## src/rtl/bsg_mem_1r1w_sync_mask_write_gran_if.sv

```systemverilog
// Port bundle for bsg_mem_1r1w_sync_mask_write_gran: write port, read request and read response.
// The memory connects through the slave modport; its user drives the master modport.
interface bsg_mem_1r1w_sync_mask_write_gran_if #(
    parameter int width_p      = 32,
    parameter int mask_width_p = 4,
    parameter int addr_width_p = 3
);
    logic                    w_v_i;
    logic [mask_width_p-1:0] w_mask_i;
    logic [addr_width_p-1:0] w_addr_i;
    logic [width_p-1:0]      w_data_i;
    logic                    r_v_i;
    logic [addr_width_p-1:0] r_addr_i;
    logic                    r_v_o;
    logic [width_p-1:0]      r_data_o;

    modport slave (
        input  w_v_i, w_mask_i, w_addr_i, w_data_i, r_v_i, r_addr_i,
        output r_v_o, r_data_o
    );

    modport master (
        output w_v_i, w_mask_i, w_addr_i, w_data_i, r_v_i, r_addr_i,
        input  r_v_o, r_data_o
    );
endinterface

```

## src/rtl/bsg_mem_1r1w_sync_mask_write_gran.sv

```systemverilog
// 1R1W synchronous flop RAM with configurable write-mask granularity and per-granule written bits.
// Define BSG_MEM_1R1W_SYNC_MASK_BYPASS_EN for write-first collisions; read-first otherwise.
`ifndef BSG_SAFE_CLOG2
`define BSG_SAFE_CLOG2(x) (((x) == 1) ? 1 : $clog2(x))
`endif

module bsg_mem_1r1w_sync_mask_write_gran #(
    parameter int width_p           = 32,
    parameter int els_p             = 8,
    parameter int mask_width_p      = width_p >> 3,
    parameter int latch_last_read_p = 0,
    parameter int addr_width_lp     = `BSG_SAFE_CLOG2(els_p)
) (
    input  logic clk_i,
    input  logic reset_i,
    bsg_mem_1r1w_sync_mask_write_gran_if.slave mem_if
);

    localparam int gran_lp = width_p / mask_width_p;

    logic [width_p-1:0]      data_q    [els_p];
    logic [mask_width_p-1:0] written_q [els_p];

    logic [width_p-1:0] r_data_q, r_data_d;
    logic               r_v_q, r_v_d;

    logic [addr_width_lp:0]   els_ext;
    logic                     w_in_range, r_in_range, w_en;
    logic [addr_width_lp-1:0] w_idx, r_idx;
    logic [width_p-1:0]       rd_word;
    logic [mask_width_p-1:0]  rd_written;

    // Out-of-range indices are clamped so the arrays are never indexed past els_p;
    // the range flags below keep the clamped entry from being touched.
    always_comb begin
        els_ext    = (addr_width_lp + 1)'(els_p);
        w_in_range = {1'b0, mem_if.w_addr_i} < els_ext;
        r_in_range = {1'b0, mem_if.r_addr_i} < els_ext;
        w_idx      = w_in_range ? mem_if.w_addr_i : '0;
        r_idx      = r_in_range ? mem_if.r_addr_i : '0;
        w_en       = mem_if.w_v_i & ~reset_i & w_in_range;
        rd_word    = data_q[r_idx];
        rd_written = written_q[r_idx];
    end

    always_ff @(posedge clk_i) begin
        if (w_en) begin
            for (int unsigned k = 0; k < mask_width_p; k++) begin
                if (mem_if.w_mask_i[k]) begin
                    data_q[w_idx][k*gran_lp +: gran_lp] <= mem_if.w_data_i[k*gran_lp +: gran_lp];
                end
            end
        end
    end

    always_ff @(posedge clk_i or posedge reset_i) begin
        if (reset_i) begin
            written_q <= '{default: '0};
        end else if (w_en) begin
            written_q[w_idx] <= written_q[w_idx] | mem_if.w_mask_i;
        end
    end

`ifdef BSG_MEM_1R1W_SYNC_MASK_BYPASS_EN
    logic collide;
    assign collide = w_en & r_in_range & (mem_if.w_addr_i == mem_if.r_addr_i);
`endif

    always_comb begin
        r_v_d    = mem_if.r_v_i;
        r_data_d = (latch_last_read_p != 0) ? r_data_q : '0;
        if (mem_if.r_v_i) begin
            r_data_d = '0;
            if (r_in_range) begin
                for (int unsigned k = 0; k < mask_width_p; k++) begin
`ifdef BSG_MEM_1R1W_SYNC_MASK_BYPASS_EN
                    if (collide && mem_if.w_mask_i[k]) begin
                        r_data_d[k*gran_lp +: gran_lp] = mem_if.w_data_i[k*gran_lp +: gran_lp];
                    end else if (rd_written[k]) begin
                        r_data_d[k*gran_lp +: gran_lp] = rd_word[k*gran_lp +: gran_lp];
                    end
`else
                    if (rd_written[k]) begin
                        r_data_d[k*gran_lp +: gran_lp] = rd_word[k*gran_lp +: gran_lp];
                    end
`endif
                end
            end
        end
    end

    always_ff @(posedge clk_i or posedge reset_i) begin
        if (reset_i) begin
            r_v_q    <= 1'b0;
            r_data_q <= '0;
        end else begin
            r_v_q    <= r_v_d;
            r_data_q <= r_data_d;
        end
    end

    assign mem_if.r_v_o    = r_v_q;
    assign mem_if.r_data_o = r_data_q;

endmodule

```

## src/flat_wrapper.sv

```systemverilog
// flat-port wrapper written by rule: the top's interface ports become plain ports
module bsg_mem_1r1w_sync_mask_write_gran_flat 
#(
    parameter int width_p           = 32,
    parameter int els_p             = 8,
    parameter int mask_width_p      = width_p >> 3,
    parameter int latch_last_read_p = 0,
    parameter int addr_width_lp     = `BSG_SAFE_CLOG2(els_p)
)
  (clk_i, reset_i, mem_if_w_v_i, mem_if_w_mask_i, mem_if_w_addr_i, mem_if_w_data_i, mem_if_r_v_i, mem_if_r_addr_i, mem_if_r_v_o, mem_if_r_data_o);
  bsg_mem_1r1w_sync_mask_write_gran_if #(.width_p(width_p), .mask_width_p(mask_width_p), .addr_width_p(3)) mem_if_i ();
  input  logic clk_i;
  input  logic reset_i;
  input wire logic [$bits(mem_if_i.w_v_i)-1:0] mem_if_w_v_i;
  input wire logic [$bits(mem_if_i.w_mask_i)-1:0] mem_if_w_mask_i;
  input wire logic [$bits(mem_if_i.w_addr_i)-1:0] mem_if_w_addr_i;
  input wire logic [$bits(mem_if_i.w_data_i)-1:0] mem_if_w_data_i;
  input wire logic [$bits(mem_if_i.r_v_i)-1:0] mem_if_r_v_i;
  input wire logic [$bits(mem_if_i.r_addr_i)-1:0] mem_if_r_addr_i;
  output wire logic [$bits(mem_if_i.r_v_o)-1:0] mem_if_r_v_o;
  output wire logic [$bits(mem_if_i.r_data_o)-1:0] mem_if_r_data_o;
  assign mem_if_i.w_v_i = mem_if_w_v_i;
  assign mem_if_i.w_mask_i = mem_if_w_mask_i;
  assign mem_if_i.w_addr_i = mem_if_w_addr_i;
  assign mem_if_i.w_data_i = mem_if_w_data_i;
  assign mem_if_i.r_v_i = mem_if_r_v_i;
  assign mem_if_i.r_addr_i = mem_if_r_addr_i;
  assign mem_if_r_v_o = mem_if_i.r_v_o;
  assign mem_if_r_data_o = mem_if_i.r_data_o;
  bsg_mem_1r1w_sync_mask_write_gran #(.width_p(width_p), .els_p(els_p), .mask_width_p(mask_width_p), .latch_last_read_p(latch_last_read_p), .addr_width_lp(addr_width_lp)) u_core (.clk_i(clk_i), .reset_i(reset_i), .mem_if(mem_if_i));
endmodule
```

## config.mk

```make
export PLATFORM = sky130hd
export DESIGN_NAME = bsg_mem_1r1w_sync_mask_write_gran_flat
export DESIGN_NICKNAME = d
export VERILOG_FILES = /design/src/rtl/bsg_mem_1r1w_sync_mask_write_gran_if.sv /design/src/rtl/bsg_mem_1r1w_sync_mask_write_gran.sv /design/src/flat_wrapper.sv
export SDC_FILE = /design/constraint.sdc
export NUM_CORES = 1
export LEC_CHECK = 0
export CORE_MARGIN = 4
export CORE_UTILIZATION = 30
export DETAILED_ROUTE_END_ITERATION = 8
export GPL_TIMING_DRIVEN = 0
export HOLD_SLACK_MARGIN = 0.15
export SLEW_MARGIN = 10
export SYNTH_ARGS = -nofsm -noshare
export SYNTH_HDL_FRONTEND = slang
export SYNTH_SLANG_ARGS = --single-unit
```

## constraint.sdc

```tcl
create_clock -name clk_i -period 2.6 [get_ports clk_i]
set_input_delay 0.52 -clock clk_i [delete_from_list [all_inputs] [get_ports clk_i]]
set_output_delay 0.52 -clock clk_i [all_outputs]
set_load 0.005 [all_outputs]
```

==> metrics.csv <==
stage;metric;value;unit
finish;Sequential cell area;9310;sq um
drt;antenna violation net count after detailed routing;0;
die;Die Footprint;45300;sq um
worst_setup_path;slowest CP cell;clkdlybuf4s50_1;
die;Die H;213;microns
grt;antenna violations before repair;2;
yosys;Yosys reg bits;321;
cts;H-tree depth reported by CTS;1;
die;Die W;213;microns
cts;post-CTS sizing;0;
grt;largest net degree at the start of global routing;49;
drt;drt wl/cell;22.6;microns
timing;setup violators final;0;
grt;GRT overflow;0;
cts;hold_buf cts;0;
cts;Clock Latency Late Sink;0.55;ns
power;Reg power frac;0.529;
finish;area of the multi-input gates;3070;sq um
worst_setup_path;CP Cell Sequence;clkdlybuf4s50_1, buf_4, nor3b_2, buf_2, and3_1;
finish;layout cell share with drive strength beyond 1;0.221;
cts;Sink Count;321;
worst_hold_path;HP Class;in -> reg;
placement;DP Area;14100;sq um
timing;skew final;0.00907;ns
die;floorplan row count;74;
drt;Starting DRT DRC Count;452;
timing;Worst slew margin;0.588;
yosys;synth unique cells;37;
timing;fin crit share;0.953;
yosys;syn_area_per_cell;19.9;sq um
drt;vias;6394;
cts;root buf cell;clkbuf_16;
placement;Port Buffers;75;
worst_setup_path;crit end category;register;
yosys;Mapped Area;12600;sq um
grt;first-pass GRT wire length;44200;microns
yosys;Synth area leader;edfxtp_1;
timing;Final TNS setup;0;ns
cts;worst-case clock buffer depth;3;
finish;area delta synth->final;19.2;%
drt;DRC;0;
power;Sw Pwr;0.00247;W
cts;setup repair bufs after CTS;0;
placement;DP HPWL;19200;microns
worst_setup_path;required time worst endpoint;2.79;ns
power;internal power;0.00868;W
worst_setup_path;WP data arrival;2.67;ns
cts;CTS tree;yes;
power;share of total power in the clock network;0.380;
power;Leak;5.23;nW
worst_setup_path;crit-path max FO;10;
worst_setup_path;Critical Path Max Stage Delay;0.59;ns
run;max capacitance violation total;0;
timing;fmax;403;MHz
grt;GRT Overall Usage;0.130;
grt;vias in the first global route;6762;
die;initial core utilization;0.306;
yosys;ranking of synthesized cells by area;edfxtp_1 61%, dfrtp_1 13%, mux4_2 13%;
power;Comb pwr share;0.091;
timing;hold slack;0.375;ns
finish;post-layout instance area;15000;sq um
power;VDD IR max;0.489;mV
drt;drt pass-1 iters;5;
timing;Worst Max-Slew Pin Slew;0.618;ns
drt;Vias/cell;4.91;
worst_setup_path;CP Launch Type;input port;
yosys;syn nets;680;
timing;fin. max-slew vios;0;
status;status;finished, final reports clean;
drt;final WL;29300;microns
power;Pwr Total;0.0112;W
power;switching fraction of total power;0.222;
cts;Num CTS Buffers;31;
timing;fin crit period;2.48;ns
finish;final net count;790;
die;I/O pin total;79;
timing;RSZ-0062 raised after global routing;no;
yosys;Synth Instances;634;
yosys;top-area cell type share of the netlist area;0.610;
cts;CTS clk-pin slew, worst paths;0.06;ns
finish;Fill cells;3743;
worst_setup_path;critical path type;in -> reg;
power;Power Density;743;nW/um^2
yosys;Ys Warns;0;
placement;gpl congestion;0.891;
finish;Layout Utilization;0.364;
timing;endpoints failing hold;0;
die;core box area;41200;sq um
yosys;post-synthesis sequential area ratio;0.739;
[registers in the layout (all words and copies together) (netlist names)]
signal	count
u_core.data_q	256
u_core.written_q	32
u_core.mem_if.r_data_o	32
u_core.mem_if.r_v_o	1
[placed cells by master (no fill, tap or decap), types with 3 or more instances in the layout]
master           instances
nor2b_1                  3
buf_2                   21
mux2i_1                 34
mux2_2                   6
clkinv_2                 6
and3_2                   3
and2_1                   8
buf_4                    4
clkdlybuf4s50_1         75
a31oi_1                 21
edfxtp_1               256
clkbuf_1                14
a22oi_4                  4
nor2_1                  33
mux4_2                  72
clkinv_1                 6
a21oi_1                 32
clkbuf_16               31
and3_1                  28
dfrtp_1                 65
buf_6                    6
inv_1                    3
[cells by family (layout without fill, tap and decap cells)]
logic type	Yosys count	after routing	synth area share
compound gates	69	69	0.0399
buf+inv	39	173	0.0182
flops	321	321	0.739
mux	114	114	0.163
other cells	0	1	0
simple gates	91	91	0.0397
[worst paths after layout]
path | slack [ns] | startpoint | endpoint | cells after the start
worst min register to register | 0.48 | u_core.written_q[8] | u_core.written_q[8] | 1
worst max register to register | 0.83 | u_core.written_q[4] | u_core.data_q[7][1] | 4
min in group asynchronous | 0.45 | reset_i | u_core.mem_if.r_data_o[3] | 2
max in group asynchronous | 1.60 | reset_i | u_core.mem_if.r_data_o[29] | 3
worst max-delay path | 0.12 | mem_if_w_addr_i[0] | u_core.data_q[2][26] | 5
worst min-delay path | 0.38 | mem_if_w_addr_i[1] | u_core.written_q[0] | 3
[cells in the mapped netlist (all sizes together)]
cell type and count:
and3b 2, buf 30, a41o 2, and2 9
a22oi 6, a41oi 1, a31oi 21, nor4 1
nor3b 2, mux2 8, clkbuf 5, a221oi 1
nor2b 3, and3 31, nor2 34, nand2 2
a311oi 1, and4 1, dfrtp 65, and2b 2
a21oi 34, mux2i 34, or2 4, o41ai 1
edfxtp 256, a21o 2, mux4 72, inv 4
[layout make-up]
type / instances / area share
multi-input cells: 274 / 0.204
plain buffers: 35 / 0.0142
clock buffers: 41 / 0.0548
well taps: 532 / 0.0443
diodes: 1 / 0.000167
clock inverters: 16 / 0.00850
inverters: 4 / 0.00117
flip-flops and latches: 321 / 0.620
repair buffers: 77 / 0.0523
[per-layer routing]
metal  up-vias  wire, microns  track usage
met5         -              7            0
met4         2            671       0.0373
met3        54           1320       0.0201
met2       164          14800        0.221
li1       2804              -            -
met1      3370          12500        0.176
[metrics by stage]
stage	setup WS (ns)	instances
after floorplan	0.257	634
after CTS	0.101	1300
after detailed placement	-0.491	1243
after global routing	0.00850	1300
final	0.121	1301
after global placement	-1.27	1241
[power by group through the flow]
stage               Clock (W)  Combinational [W]  Sequential, W
finish                0.00424            0.00102        0.00590
global route          0.00457            0.00110        0.00592
CTS                   0.00435            0.00103        0.00590
detailed placement          0            0.00103        0.00600
global placement            0            0.00101        0.00599
floorplan                   0           0.000604        0.00596
[critical path, delay by kind of cell]
family | cells | cell delay, ns
buffers and inverters | 3 | 1.20
AND/OR/NAND/NOR | 2 | 0.93
Power figures use the tool's default switching activity.
==> edit (config.mk and constraints unchanged) <==
`width_p` is set to 32 in 3 places; all go to 28.
--- a/src/rtl/bsg_mem_1r1w_sync_mask_write_gran_if.sv
+++ b/src/rtl/bsg_mem_1r1w_sync_mask_write_gran_if.sv
@@ -1,7 +1,7 @@
 // Port bundle for bsg_mem_1r1w_sync_mask_write_gran: write port, read request and read response.
 // The memory connects through the slave modport; its user drives the master modport.
 interface bsg_mem_1r1w_sync_mask_write_gran_if #(
-    parameter int width_p      = 32,
+    parameter int width_p      = 28,
     parameter int mask_width_p = 4,
     parameter int addr_width_p = 3
 );
--- a/src/rtl/bsg_mem_1r1w_sync_mask_write_gran.sv
+++ b/src/rtl/bsg_mem_1r1w_sync_mask_write_gran.sv
@@ -5,7 +5,7 @@
 `endif
 
 module bsg_mem_1r1w_sync_mask_write_gran #(
-    parameter int width_p           = 32,
+    parameter int width_p           = 28,
     parameter int els_p             = 8,
     parameter int mask_width_p      = width_p >> 3,
     parameter int latch_last_read_p = 0,
--- a/src/flat_wrapper.sv
+++ b/src/flat_wrapper.sv
@@ -1,7 +1,7 @@
 // flat-port wrapper written by rule: the top's interface ports become plain ports
 module bsg_mem_1r1w_sync_mask_write_gran_flat 
 #(
-    parameter int width_p           = 32,
+    parameter int width_p           = 28,
     parameter int els_p             = 8,
     parameter int mask_width_p      = width_p >> 3,
     parameter int latch_last_read_p = 0,
Ports: changed (resized mem_if_r_data_o, mem_if_w_data_i and mem_if_w_mask_i); port bits go from 79 to 70. No check against the original RTL was run, so the function may have changed too.
==> edit against the original RTL <==
- die area shrank 18%
- sequential share of layout area grew 0.23 points
- clock skew shrank 0.00087 ns
- worst setup slack gained 0.075 ns
- synthesized cell count shrank 22%
- design area shrank 17%
- count of clock-buffer cells in the layout shrank 5
- synthesized area shrank 19%
- sequential cell count shrank 53
- register-to-register slack lost 0.11 ns
- routed wire length shrank 24%
- power shrank 11%
- core utilization grew 0.77 points
- combinational power shrank 27%
==> edit: results (changes against the original RTL) <==
[worst_setup_path]
critPathLaunch = mem_if_w_addr_i[1]  ; was mem_if_w_addr_i[0]
timing.rr.start = u_core.written_q[22]  ; was u_core.written_q[4]
setup.worst_path.end = u_core.data_q[7][19]  ; was u_core.data_q[2][26]

[yosys]
synth_nets = 536  ; was 680
yosys-top-cells-count = edfxtp_1 (216), mux4_2 (60), dfrtp_1 (52)  ; was edfxtp_1 (256), mux4_2 (72), dfrtp_1 (65)
synth_area_leaders = edfxtp_1 (63%), mux4_2 (13%), dfrtp_1 (13%)  ; was edfxtp_1 (61%), dfrtp_1 (13%), mux4_2 (13%)
syn_area_per_cell_um2 = 20.7  ; was 19.9 um^2

[run_status]
status = finished, final reports clean  ; unchanged

[placed_design]
placed_cells = 1008  ; was 1243
portBuffers = 65  ; was 75
gp_congestion = 0.749  ; was 0.891
pre_cts_ws_ns = -0.476  ; was -0.491 ns

[cells_and_area]
largest_reg_flops = 216  ; was 256
fillers = 3044  ; was 3743
drive_gt1_share_pct = 25.8  ; was 22.1%
nets = 631  ; was 790

[global_route]
grt_use_total_pct = 12.0  ; was 13.0%
grt_start_max_net_pins = 53  ; was 49
grt_pass1_vias = 5373  ; was 6762

[pwr]
p_leak_uw = 0.00429  ; was 0.00523 uW
p_int_uw = 7870  ; was 8680 uW
peakVddDrop_uv = 491  ; was 489 uV

[timing]
period_minus_slack_ns = 2.40  ; was 2.48 ns

[detailed_routing]
firstDrtPassIters = 4  ; was 5
wl_per_cell_um = 20.9  ; was 22.6 um

[edit: cell families (layout without fill, tap and decap cells)]
group / after synthesis / after routing / share of synthesized area [%]
flip-flops: 268 / 268 / 75.9
multiplexers: 101 / 101 / 17.4
AND/OR/NAND/NOR: 89 / 89 / 4.54
buffers and inverters: 23 / 140 / 1.39
AO/OA/AOI/OAI: 13 / 13 / 0.793
other: 1 / 2 / 0.0365
[edit: routing by layer]
metal	wire length, um	global-route usage (%)	part of all wire, %
met5	13	0	0.059
met4	415	2.75	1.9
met3	1580	2.23	7.1
met2	11200	20.4	51
met1	8960	16.1	40
[edit: layout make-up]
type / instances / area [um^2] / area share [%]
diodes: 1 / 2.50 / 0.0200
plain buffers: 20 / 131 / 1.05
clock buffers: 36 / 791 / 6.32
clock inverters: 16 / 235 / 1.88
inverters: 3 / 13.8 / 0.110
multi-input cells: 204 / 2340 / 18.7
flip-flops and latches: 268 / 7790 / 62.3
well taps: 448 / 561 / 4.48
repair buffers: 65 / 651 / 5.20
